$ cat src/rtl/seq_alu.sv
`default_nettype none
// +--------------------------------------------------------------------------+
// | seq_alu: clocked ALU with iterative multiply/divide and registered flags |
// | Rev 1.0                                                                  |
// +--------------------------------------------------------------------------+
module seq_alu #(
  parameter int WIDTH = 32,
  parameter int SHW   = $clog2(WIDTH)
) (
  input  logic             clk,
  input  logic             rst_n,
  input  logic             start,
  input  logic [3:0]       func,
  input  logic [WIDTH-1:0] a,
  input  logic [WIDTH-1:0] b,
  output logic             ready,
  output logic             valid,
  output logic [WIDTH-1:0] out,
  output logic             zero,
  output logic             sign,
  output logic             over,
  output logic             dbz
);

  typedef enum logic [1:0] {
    IDLE = 2'd0,
    BUSY = 2'd1,
    DONE = 2'd2
  } state_t;

  localparam logic [SHW-1:0] c_last_iter = SHW'(WIDTH - 1);

  state_t             r_state;
  logic [3:0]         r_func;
  logic [WIDTH-1:0]   r_opnd;
  logic [2*WIDTH-1:0] r_acc;
  logic [SHW-1:0]     r_cnt;

  logic [WIDTH-1:0]   w_sum, w_dif, w_res;
  logic [SHW-1:0]     w_sh;
  logic               w_big, w_over, w_dbz, w_multi;

  assign w_sum = a + b;
  assign w_dif = a - b;
  assign w_sh  = b[SHW-1:0];
  assign w_big = |(b >> SHW);

  always_comb begin
    w_res   = '0;
    w_over  = 1'b0;
    w_dbz   = 1'b0;
    w_multi = 1'b0;
    case (func)
      4'd0: begin
        w_res  = w_sum;
        w_over = (a[WIDTH-1] == b[WIDTH-1]) && (w_sum[WIDTH-1] != a[WIDTH-1]);
      end
      4'd1: begin
        w_res  = w_dif;
        w_over = (a[WIDTH-1] != b[WIDTH-1]) && (w_dif[WIDTH-1] != a[WIDTH-1]);
      end
      4'd2: w_res = a & b;
      4'd3: w_res = a | b;
      4'd4: w_res = a ^ b;
      4'd5: w_res = ~a;
      4'd6: w_res = w_big ? '0 : (a << w_sh);
      4'd7: w_res = w_big ? {WIDTH{a[WIDTH-1]}} : ($signed(a) >>> w_sh);
      4'd8: w_res = w_big ? '0 : (a >> w_sh);
      4'd9: w_multi = 1'b1;
      4'd10: begin
        if (b == '0) begin
          w_res = '1;
          w_dbz = 1'b1;
        end else begin
          w_multi = 1'b1;
        end
      end
      4'd11: begin
        if (b == '0) begin
          w_res = a;
          w_dbz = 1'b1;
        end else begin
          w_multi = 1'b1;
        end
      end
      4'd12: w_res = {{(WIDTH-1){1'b0}}, ($signed(a) < $signed(b))};
      default: w_res = '0;
    endcase
  end

  // One iteration step: shift-add for multiply, restoring shift-subtract for divide
  logic [WIDTH:0]     w_mul_sum, w_rem_sh, w_div_try;
  logic [2*WIDTH-1:0] w_mul_next, w_div_next, w_next;
  logic [WIDTH-1:0]   w_fin;
  logic               w_is_mul;

  assign w_is_mul   = (r_func == 4'd9);
  assign w_mul_sum  = {1'b0, r_acc[2*WIDTH-1:WIDTH]} + (r_acc[0] ? {1'b0, r_opnd} : '0);
  assign w_mul_next = {w_mul_sum, r_acc[WIDTH-1:1]};
  assign w_rem_sh   = {r_acc[2*WIDTH-1:WIDTH], r_acc[WIDTH-1]};
  assign w_div_try  = w_rem_sh - {1'b0, r_opnd};
  assign w_div_next = w_div_try[WIDTH]
                    ? {w_rem_sh[WIDTH-1:0], r_acc[WIDTH-2:0], 1'b0}
                    : {w_div_try[WIDTH-1:0], r_acc[WIDTH-2:0], 1'b1};
  assign w_next     = w_is_mul ? w_mul_next : w_div_next;
  assign w_fin      = (r_func == 4'd11) ? w_next[2*WIDTH-1:WIDTH] : w_next[WIDTH-1:0];

  always_ff @(posedge clk or negedge rst_n) begin
    if (!rst_n) begin
      r_state <= IDLE;
      r_func  <= '0;
      r_opnd  <= '0;
      r_acc   <= '0;
      r_cnt   <= '0;
      ready   <= 1'b1;
      valid   <= 1'b0;
      out     <= '0;
      zero    <= 1'b0;
      sign    <= 1'b0;
      over    <= 1'b0;
      dbz     <= 1'b0;
    end else begin
      case (r_state)
        IDLE: begin
          valid <= 1'b0;
          if (start) begin
            if (w_multi) begin
              r_state <= BUSY;
              ready   <= 1'b0;
              r_func  <= func;
              r_opnd  <= (func == 4'd9) ? a : b;
              r_acc   <= {{WIDTH{1'b0}}, ((func == 4'd9) ? b : a)};
              r_cnt   <= '0;
            end else begin
              valid <= 1'b1;
              out   <= w_res;
              zero  <= (w_res == '0);
              sign  <= w_res[WIDTH-1];
              over  <= w_over;
              dbz   <= w_dbz;
            end
          end
        end
        BUSY: begin
          r_acc <= w_next;
          r_cnt <= r_cnt + 1'b1;
          if (r_cnt == c_last_iter) begin
            r_state <= DONE;
            valid   <= 1'b1;
            out     <= w_fin;
            zero    <= (w_fin == '0);
            sign    <= w_fin[WIDTH-1];
            over    <= w_is_mul && (|w_next[2*WIDTH-1:WIDTH]);
            dbz     <= 1'b0;
          end
        end
        DONE: begin
          r_state <= IDLE;
          valid   <= 1'b0;
          ready   <= 1'b1;
        end
        default: begin
          r_state <= IDLE;
          valid   <= 1'b0;
          ready   <= 1'b1;
        end
      endcase
    end
  end

endmodule
`default_nettype wire

$ cat config.mk
export PLATFORM = sky130hd
export DESIGN_NAME = seq_alu
export DESIGN_NICKNAME = d
export VERILOG_FILES = /design/src/rtl/seq_alu.sv
export SDC_FILE = /design/constraint.sdc
export NUM_CORES = 1
export LEC_CHECK = 0
export CORE_MARGIN = 2
export CORE_UTILIZATION = 45
export DETAILED_ROUTE_END_ITERATION = 8
export HOLD_SLACK_MARGIN = 0.03
export PLACE_DENSITY = 0.72
export RECOVER_POWER = 50
export SLEW_MARGIN = 20
export SYNTH_ARGS = -nofsm -noshare
export SYNTH_HDL_FRONTEND = slang
export SYNTH_SLANG_ARGS = --single-unit
$ cat constraint.sdc
create_clock -name clk -period 4.55 [get_ports clk]
set_input_delay 0.91 -clock clk [delete_from_list [all_inputs] [get_ports clk]]
set_output_delay 0.91 -clock clk [all_outputs]
set_load 0.05 [all_outputs]
### Yosys cells after proc, flatten, opt, wreduce, memory -nomap -nowiden

Cells that the tools add are included.

| word-level totals | value |
|---|---|
| word-level logic and storage cells | 121 |
| flip-flop bits (word level) | 145 |
| output and inout port bits | 38 |
| bits of input ports | 71 |

| operators by class | value |
|---|---|
| equality and inequality tests | 24 |
| bitwise operators | 5 |
| shift operators | 3 |
| magnitude comparators | 1 |
| reductions and logical operators | 17 |
| muxes and demuxes | 54 |
| add/sub/neg operators | 5 |

Operators with widths:

| cell | number |
|---|---|
| two-way mux 32 bit | 12 |
| case mux 32 bit (12 select lines) | 1 |
| two-way mux 64 bit | 4 |
| case mux 64 bit (2 select lines) | 1 |
| zero test 32 bit | 3 |
| case mux 32 bit (2 select lines) | 1 |
| adder 32 x 32 -> 33 bit | 1 |
| subtractor 33 x 32 -> 33 bit | 1 |
| adder 32 bit | 1 |
| AND 32 bit | 1 |
| less-than comparator 32 bit | 1 |
| inverter 32 bit | 1 |
| OR 32 bit | 1 |
| OR reduction 32 bit | 1 |
| << shifter 32 x 5 -> 32 bit | 1 |
| right shift 32 x 5 -> 32 bit | 1 |
| >>> shifter 32 x 5 -> 32 bit | 1 |
| subtractor 32 bit | 1 |
| bitwise XOR 32 bit | 1 |
| equality test 4 bit (second input constant) | 7 |
| OR reduction 27 bit | 1 |
| two-way mux 1 bit | 20 |
| equality test 4 x 3 -> 1 bit (second input constant) | 4 |
| case mux 1 bit (2 select lines) | 8 |
| other kinds (20) | 34 |

### Logic depth before layout (Yosys ltp)

Gate-level depths: netlist (run 1).

| logic depth | value |
|---|---|
| depth in word-level cells | 7 |
| mapped depth | 19 |
| depth with buffers taken out | 16 |

### Worst setup path after synthesis (run 1)

OpenSTA, ideal clock, no wires.

| timing path | value |
|---|---|
| kind | input -> register |
| from | input b[1] |
| to | register zero |
| path buffers | 4 |
| arrival time | 5.656 ns |
| cell stages on the path | 17 |
| setup slack | -1.170 ns |
| required time | 4.486 ns |
| library setup time | 0.064 ns |
| path through | buf_2 > inv_1 > buf_1 > buf_1 > buf_1 > ha_1 > or2_2 > a2111oi_0 > o311a_1 > a21o_1 > o221ai_1 > a2111oi_0 > nand3_1 > or4_1 > or4b_1 > o31ai_1 > a21o_1 |

| between the ends | value |
|---|---|
| longest elaborated chain between the ends | 7 |
| elaborated cells between the ends (all ways) | 24 |
| classes of those cells | add/sub: 2; order compare: 1; eq/ne: 1; shift: 3; mux: 11; bitwise: 3; reduce/logical: 3 |

Ends and longest elaborated chain:

| element | line | source |
|---|---|---|
| from (decl) | 15 | `input logic [WIDTH-1:0] b,` |
| parallel branches: the longest is 7 deep, another holds subtractor 32 bit | -- |  |
| to (signal assigned) | 137 | `zero <= (w_res == '0);` |
| to (signal assigned) | 151 | `zero <= (w_fin == '0);` |
| to (decl) | 19 | `output logic zero,` |

Several ways; the timed one is not identified. The select of a mux whose other input is x is not followed.
A chain may end at the register's enable or synchronous reset.

### Worst setup path after layout (run 1)

| timing path | value |
|---|---|
| from | input a[9] |
| to | register zero |

| between the ends | value |
|---|---|
| longest elaborated chain between the ends | 7 |
| elaborated cells between the ends (all ways) | 19 |
| classes of those cells | add/sub: 2; order compare: 1; shift: 3; mux: 8; bitwise: 4; reduce/logical: 1 |

Ends and longest elaborated chain:

| element | line | source |
|---|---|---|
| from (decl) | 14 | `input logic [WIDTH-1:0] a,` |
| parallel branches: the longest is 2 deep, another holds subtractor 32 bit | -- |  |
| case mux 32 bit (12 select lines) (*) | 53 | `case (func)` |
| zero test 32 bit (*) | 137 |  |
| two-way mux 1 bit (*) | 127 | `if (w_multi) begin` |
| two-way mux 1 bit (*) | 126 | `if (start) begin` |
| case mux 1 bit (2 select lines) (*) | 123 | `case (r_state)` |

Mark *: on every way between the ends. The select of a mux whose other input is x is not followed.

==> results of run 1 <==
-- layout make-up --
type	instances	area share
sequential	144	0.119
timing repair buffer	923	0.242
tap	615	0.0253
clock inverter	14	0.00589
multi-input combinational	2533	0.576
clock buffer	18	0.0145
inverter	143	0.0177
antenna	1	0.0000823
-- registers in the layout, summed over array words and instances (netlist names) --
name / count
dbz: 1
out: 32
over: 1
r_acc: 64
r_cnt: 5
r_func: 4
r_opnd: 32
r_state: 2
ready: 1
valid: 1
zero: 1
-- layout by cell type (no fill, tap or decap), drive strengths merged, types with 27 or more instances in the layout --
master / count
nor4: 32
o21ai: 265
buf: 817
xnor2: 40
mux2: 27
nand2b: 27
a21oi: 316
mux2i: 103
nor2: 286
nor3: 67
nand4: 40
a22o: 27
a21o: 50
inv: 146
ha: 170
nand2: 379
a211oi: 33
a31oi: 38
mux4: 49
clkdlybuf4s50: 83
nand3: 71
dfrtp: 143
and2: 56
-- logic make-up (layout without fill, tap and decap cells) --
group | count (synthesis) | in the layout | synth area share
xor+xnor | 63 | 63 | 0.0251
mux | 179 | 179 | 0.111
flops | 144 | 144 | 0.164
simple gates | 1076 | 1076 | 0.229
fa+ha+maj | 174 | 174 | 0.101
buf+inv | 370 | 1098 | 0.0651
compound gates | 1041 | 1041 | 0.305
other cells | 0 | 1 | 0
-- worst min path at each step --
stage	from	to	slack, ns
floorplan	r_func[3]	r_func[3]	0.45
global placement	out[17]	out[17]	0.46
detailed placement	out[17]	out[17]	0.47
CTS	out[17]	out[17]	0.48
global route	ready	ready	0.51
finish	out[17]	out[17]	0.48
-- per-stage QoR --
stage | hold WS, ns | setup TNS [ns]
2_1_floorplan | 0.449 | 0
3_3_place_gp | 0.464 | -6.74
3_5_place_dp | 0.470 | -8.21
4_1_cts | 0.485 | -0.224
5_1_grt | 0.511 | -0.567
6_report | 0.478 | -0.524
-- power groups by stage --
stage	sequential [mW]	clock, mW	combinational [mW]
after floorplan	2.70	0	6.45
after global placement	2.31	0	12.2
after detailed placement	2.33	0	12.5
after CTS	2.31	1.50	13.0
after global routing	2.38	1.56	14.3
final	2.34	1.50	13.4
-- metal layers --
| metal | up-vias | track usage | wire length (microns) |
|---|---|---|---|
| li1 | 12700 | - | - |
| met1 | 13500 | 0.535 | 41400 |
| met2 | 1832 | 0.684 | 49000 |
| met3 | 410 | 0.0705 | 11300 |
| met4 | 0 | 0.252 | 7640 |
| met5 | - | 0 | 0 |
-- timing repair --
action / in CTS / in global routing
setup endpoints to repair: 7 / 11
pin swaps: 28 / 6
buffers inserted: 18 / 2
gates resized for setup: 64 / 35
==> run summary, run 1 <==
GRT overflow = 0
Ys Warns = 0
synth cell count leaders = 379 x nand2_1, 315 x a21oi_1, 286 x nor2_1
CP Data Required Time = 4.93 ns
Buf/Inv on CP = 3
Worst R2R Setup Slack = -0.18 ns
Post-synth EDFFs = 0
# nets final = 4,007
CP Launch Type = primary input
last element of the critical path = zero
Worst Path Max Fanout = 7
R2R Path End = over
total power = 17.3 mW
# port buffers = 108
area of the mapped netlist = 22,000 sq um
Register-to-Register Path Depth = 18
fin area = 30,400 sq um
placed instance area = 29,300 sq um
leak pwr = 14.1 nW
Pint = 8.62 mW
first-pass GRT wire length = 164,000 microns
top cells by area, synth = dfrtp_1 16%, ha_1 9.7%, a21oi_1 7.2%
CTS clk-pin slew, worst paths = 0.06 ns
area occupied by multi-input gates = 17,500 sq um
crit-path cells = clkdlybuf4s50_1 -> buf_4 -> buf_4 -> mux4_2 -> a22oi_1 -> o21ai_1 -> o21ai_1 -> a221o_1 -> nand4_1 -> nor4_1 -> nand4_1 -> or4_4 -> or4b_4 -> o31ai_2 -> a21o_1
post-synth top area cell = dfrtp_1
Seq pwr share = 0.135
Syn Inst Count = 3,047
dpl cells = 4,339
fin util = 0.634
initial antenna violation count = 1
final WL = 109,000 microns
DR iter-0 viols = 3,557
asr flop ratio synth = 1.00
Clock Latency Late Sink = 0.44 ns
vias = 28,400
relative max-transition margin = -0.622
H-tree lvl count = 4
GRT Total Usage = 0.424
CTS tree = built
combinational group share of total power = 0.778
switch share = 0.501
Routed Antenna Nets = 0
area grow syn2layout = 38.4%
FILL cells = 4,262
Via density = 6.47
die area = 50,600 sq um
Max Buffers Root-to-Sink = 2
fin cells = 4,391
CP Launch Point = a[9]
Worst path slowest cell = or4_4
Starting Density = 0.458
Final Cycle Share = 1.07
most common flop cell mapped by yosys = dfrtp_1
register area share after synthesis = 0.164
Max Clk Rate = 206 MHz
Post-Synthesis Net Count = 3,292
status = finished with violations
Worst-Margin Slew = 2.43 ns
core area = 47,900 sq um
Storage cell area = 3600 sq um
Crit Path Class = primary input to register
delay-heaviest family, CP = simple AND/OR/NAND/NOR gates
Pins Over Slew Limit = 121
post-place setup slack = -1.09 ns
clk sinks = 144
Final min period = 4.86 ns
hold path cells = 1
Routed wire per std cell = 24.9 microns
Peak VDD IR = 0.000359 V
Die Span Y = 225 microns
CP peak stage delay = 0.56 ns
pin count of the biggest net entering global routing = 92
Switch Pwr = 8.66 mW
gpl congestion = 1.16
Unique masters post-synth = 94
final-report hold violation count = 0
Max Clock Skew = 0.0153 ns
Seq cells post-synth = 144
failing checks = max-capacitance violations, max-slew violations, negative setup slack
r2r startpoint = r_acc[31]
CTS hold repair buffers = 0
PD cells = 569 nW/um^2
worst min path class = register to register
most frequent cell after synthesis = nand2_1
# DRC = 0
WP depth = 15
Die W = 225 microns
CTS root buffer = clkbuf_16
Synth top area share = 0.163
share of cells above drive strength 1 = 0.277
syn avg cell area = 7.21 sq um
CTS Buf Count = 17
IO Count = 109
MaxCap Viol Count = 2
min setup slack post-route = -0.306 ns
Worst Setup End Kind = register
Rows = 80
# setup viols final = 3
WP data arrival = 5.23 ns
HPWL after detailed placement = 88,400 microns
Initial DRT Pass Iterations = 7
vias in the first global route = 27,500
power share of the clock group = 0.087
RSZ-0062 raised after global routing = yes
(Power assumes the default switching activity.)
==> run 2, diff against run 1 <==
--- a/config.mk
+++ b/config.mk
@@ -9,7 +9,7 @@
 export CORE_UTILIZATION = 45
 export DETAILED_ROUTE_END_ITERATION = 8
 export HOLD_SLACK_MARGIN = 0.03
-export PLACE_DENSITY = 0.72
+export PLACE_DENSITY = 0.7
 export RECOVER_POWER = 50
 export SLEW_MARGIN = 20
 export SYNTH_ARGS = -nofsm -noshare
==> constraint.sdc (replaced) <==
create_clock -name clk -period 6.05 [get_ports clk]
set_input_delay 1.21 -clock clk [delete_from_list [all_inputs] [get_ports clk]]
set_output_delay 1.21 -clock clk [all_outputs]
set_load 0.05 [all_outputs]
==> run summary, run 2 (synthesis gave the netlist of run 1 again) <==
WP data arrival = 6.08 ns (+0.85 ns)
Crit Path Class = primary input to register
Worst-Margin Slew = 4.38 ns (+1.95 ns)
# port buffers = 108 (unchanged)
Worst R2R Setup Slack = 0.57 ns (+0.75 ns)
Worst Setup End Kind = register
total power = 10.7 mW (-38%)
CTS clk-pin slew, worst paths = 0.06 ns (about the same)
H-tree lvl count = 4 (unchanged)
Final Cycle Share = 0.941
final-report hold violation count = 0 (unchanged)
Final min period = 5.69 ns
Pins Over Slew Limit = 96 (-21%)
final WL = 104,000 microns (-4.7%)
fin area = 25,200 sq um (-17%)
Starting Density = 0.458 (unchanged)
CP Launch Point = a[0]
Max Clk Rate = 176 MHz
number of flip-flops in the largest register = 64 (unchanged)
# setup viols final = 0 (-3)
Top Registers = r_acc: 64 flops, out: 32 flops, r_opnd: 32 flops
vias = 25,500 (-10%)
R2R Path End = over
min-delay src = out[17]
pin count of the biggest net entering global routing = 96 (+4.3%)
Routed wire per std cell = 27.5 microns (+11%)
gpl congestion = 1.11 (-4.4%)
Fin Hold WS = 0.482 ns (+0.00381 ns)
CTS hold repair buffers = 0 (unchanged)
CP Launch Type = primary input
clk sinks = 144 (unchanged)
CTS root buffer = clkbuf_16
first-pass GRT wire length = 154,000 microns (-6.3%)
initial antenna violation count = 2 (+1)
hold path cells = 1 (unchanged)
Die W = 225 microns (unchanged)
Setup Buffers After CTS = 0 (-18)
HPWL after detailed placement = 83,300 microns (-5.8%)
CTS Buf Count = 17 (unchanged)
GRT Total Usage = 0.404 (-0.0205)
TNS Setup = 0 ns (+0.524 ns)
CP Data Required Time = 6.43 ns (+1.50 ns)
vias in the first global route = 24,300 (-12%)
DR iter-0 viols = 3,193 (-10%)
Die Span Y = 225 microns (unchanged)
placed instance area = 24,600 sq um (-16%)
min setup slack post-route = 0.356 ns (+0.662 ns)
area grow syn2layout = 14.7%
Routed Antenna Nets = 0 (unchanged)
Via density = 6.74 (+4.2%)
CTS tree = built
fin util = 0.525 (-0.108)
dpl cells = 3,752 (-14%)
M1 GR Usage = 0.525 (-0.00961)
grt met2 use = 0.649 (-0.0350)
most common cell after layout, fill and taps aside = nand2_1
Clock Latency Late Sink = 0.45 ns (about the same)
Peak VDD IR = 0.000302 V (-16%)
last element of the critical path = zero
status = finished with violations
relative max-transition margin = -1.92 (-1.30)
IO Count = 109 (unchanged)
most frequent cells in the layout = 377 x nand2_1, 315 x a21oi_1, 284 x nor2_1
GRT Max-Usage Layer = met2
RSZ-0062 raised after global routing = no
GRT overflow = 0 (unchanged)
Biggest register = r_acc
CTS-repair resized insts = 0 (-100%)
core area = 47,900 sq um (unchanged)
# nets final = 3,401 (-15%)
FILL cells = 4,714 (+11%)
diode count = 0 (-1)
PD cells = 426 nW/um^2 (-25%)
post-place setup slack = -0.0278 ns (+1.06 ns)
r2r startpoint = r_acc[31]
leak pwr = 11.0 nW (-22%)
fin cells = 3,784 (-14%)
MaxCap Viol Count = 1 (-1)
Worst Path Max Fanout = 6 (-1)
Initial DRT Pass Iterations = 8 (+1)
failing checks = max-capacitance violations, max-slew violations
die area = 50,600 sq um (unchanged)
Max Buffers Root-to-Sink = 2 (unchanged)
share of cells above drive strength 1 = 0.117 (-0.160)
met3 global-route usage = 0.0557 (-0.0149)
worst min path class = register to register
Max Clock Skew = 0.0112 ns (-0.00407 ns)
Register-to-Register Path Depth = 18 (unchanged)
Rows = 80 (unchanged)
# DRC = 0 (unchanged)
run 2: cell types whose count changed in the layout (fill, tap and decap cells not counted), sizes merged:
cell / change
dlygate4sd2: -3
inv: +3
clkinv: -3
clkbuf: -1
diode: -1
clkdlybuf4s50: +2
dlygate4sd3: +2
bufinv: -2
buf: -604
run 2: how the worst min path moves through the flow:
stage	end	slack (ns)
4_1_cts	out[17]	0.49
5_1_grt	out[17]	0.50
2_1_floorplan	r_func[3]	0.45
6_report	out[17]	0.48
3_5_place_dp	out[17]	0.47
3_3_place_gp	r_func[3]	0.46
run 2: where the power goes:
group / switching, mW / leakage [nW] / internal [mW]
clock network: 0.462 / 0.269 / 0.586
logic: 4.98 / 8.96 / 2.89
registers: 0.444 / 1.76 / 1.37
total: 5.89 / 11.0 / 4.85
run 2: cell type report:
| type | count | area, sq um | area share |
|---|---|---|---|
| Timing Repair Buffer | 317 | 2730 | 0.108 |
| Sequential cell | 144 | 3600 | 0.143 |
| Tap cell | 615 | 769 | 0.0305 |
| Inverter | 143 | 537 | 0.0213 |
| Clock inverter | 12 | 123 | 0.00487 |
| Clock buffer | 20 | 447 | 0.0177 |
| Multi-Input combinational cell | 2533 | 17000 | 0.674 |
run 2: metal layers:
metal,up-vias,share of wire
met5,-,0.00020
li1,11500,-
met1,12300,0.40
met3,283,0.088
met4,4,0.062
met2,1522,0.45
run 2: critical path, stage by stage:
cell and delay (ns):
clkdlybuf4s50_1 0.54, inv_1 0.08, ha_1 0.22, inv_1 0.07, fa_1 0.21, nand2b_1 0.10, a2111oi_1 0.42, buf_4 0.20
o311ai_1 0.11, buf_4 0.19, a211o_1 0.30, and3_1 0.22, buf_4 0.17, o21ai_0 0.41, inv_1 0.09, a211oi_1 0.50
and3_1 0.22, or4b_1 0.47, o31ai_1 0.25, a21o_1 0.11
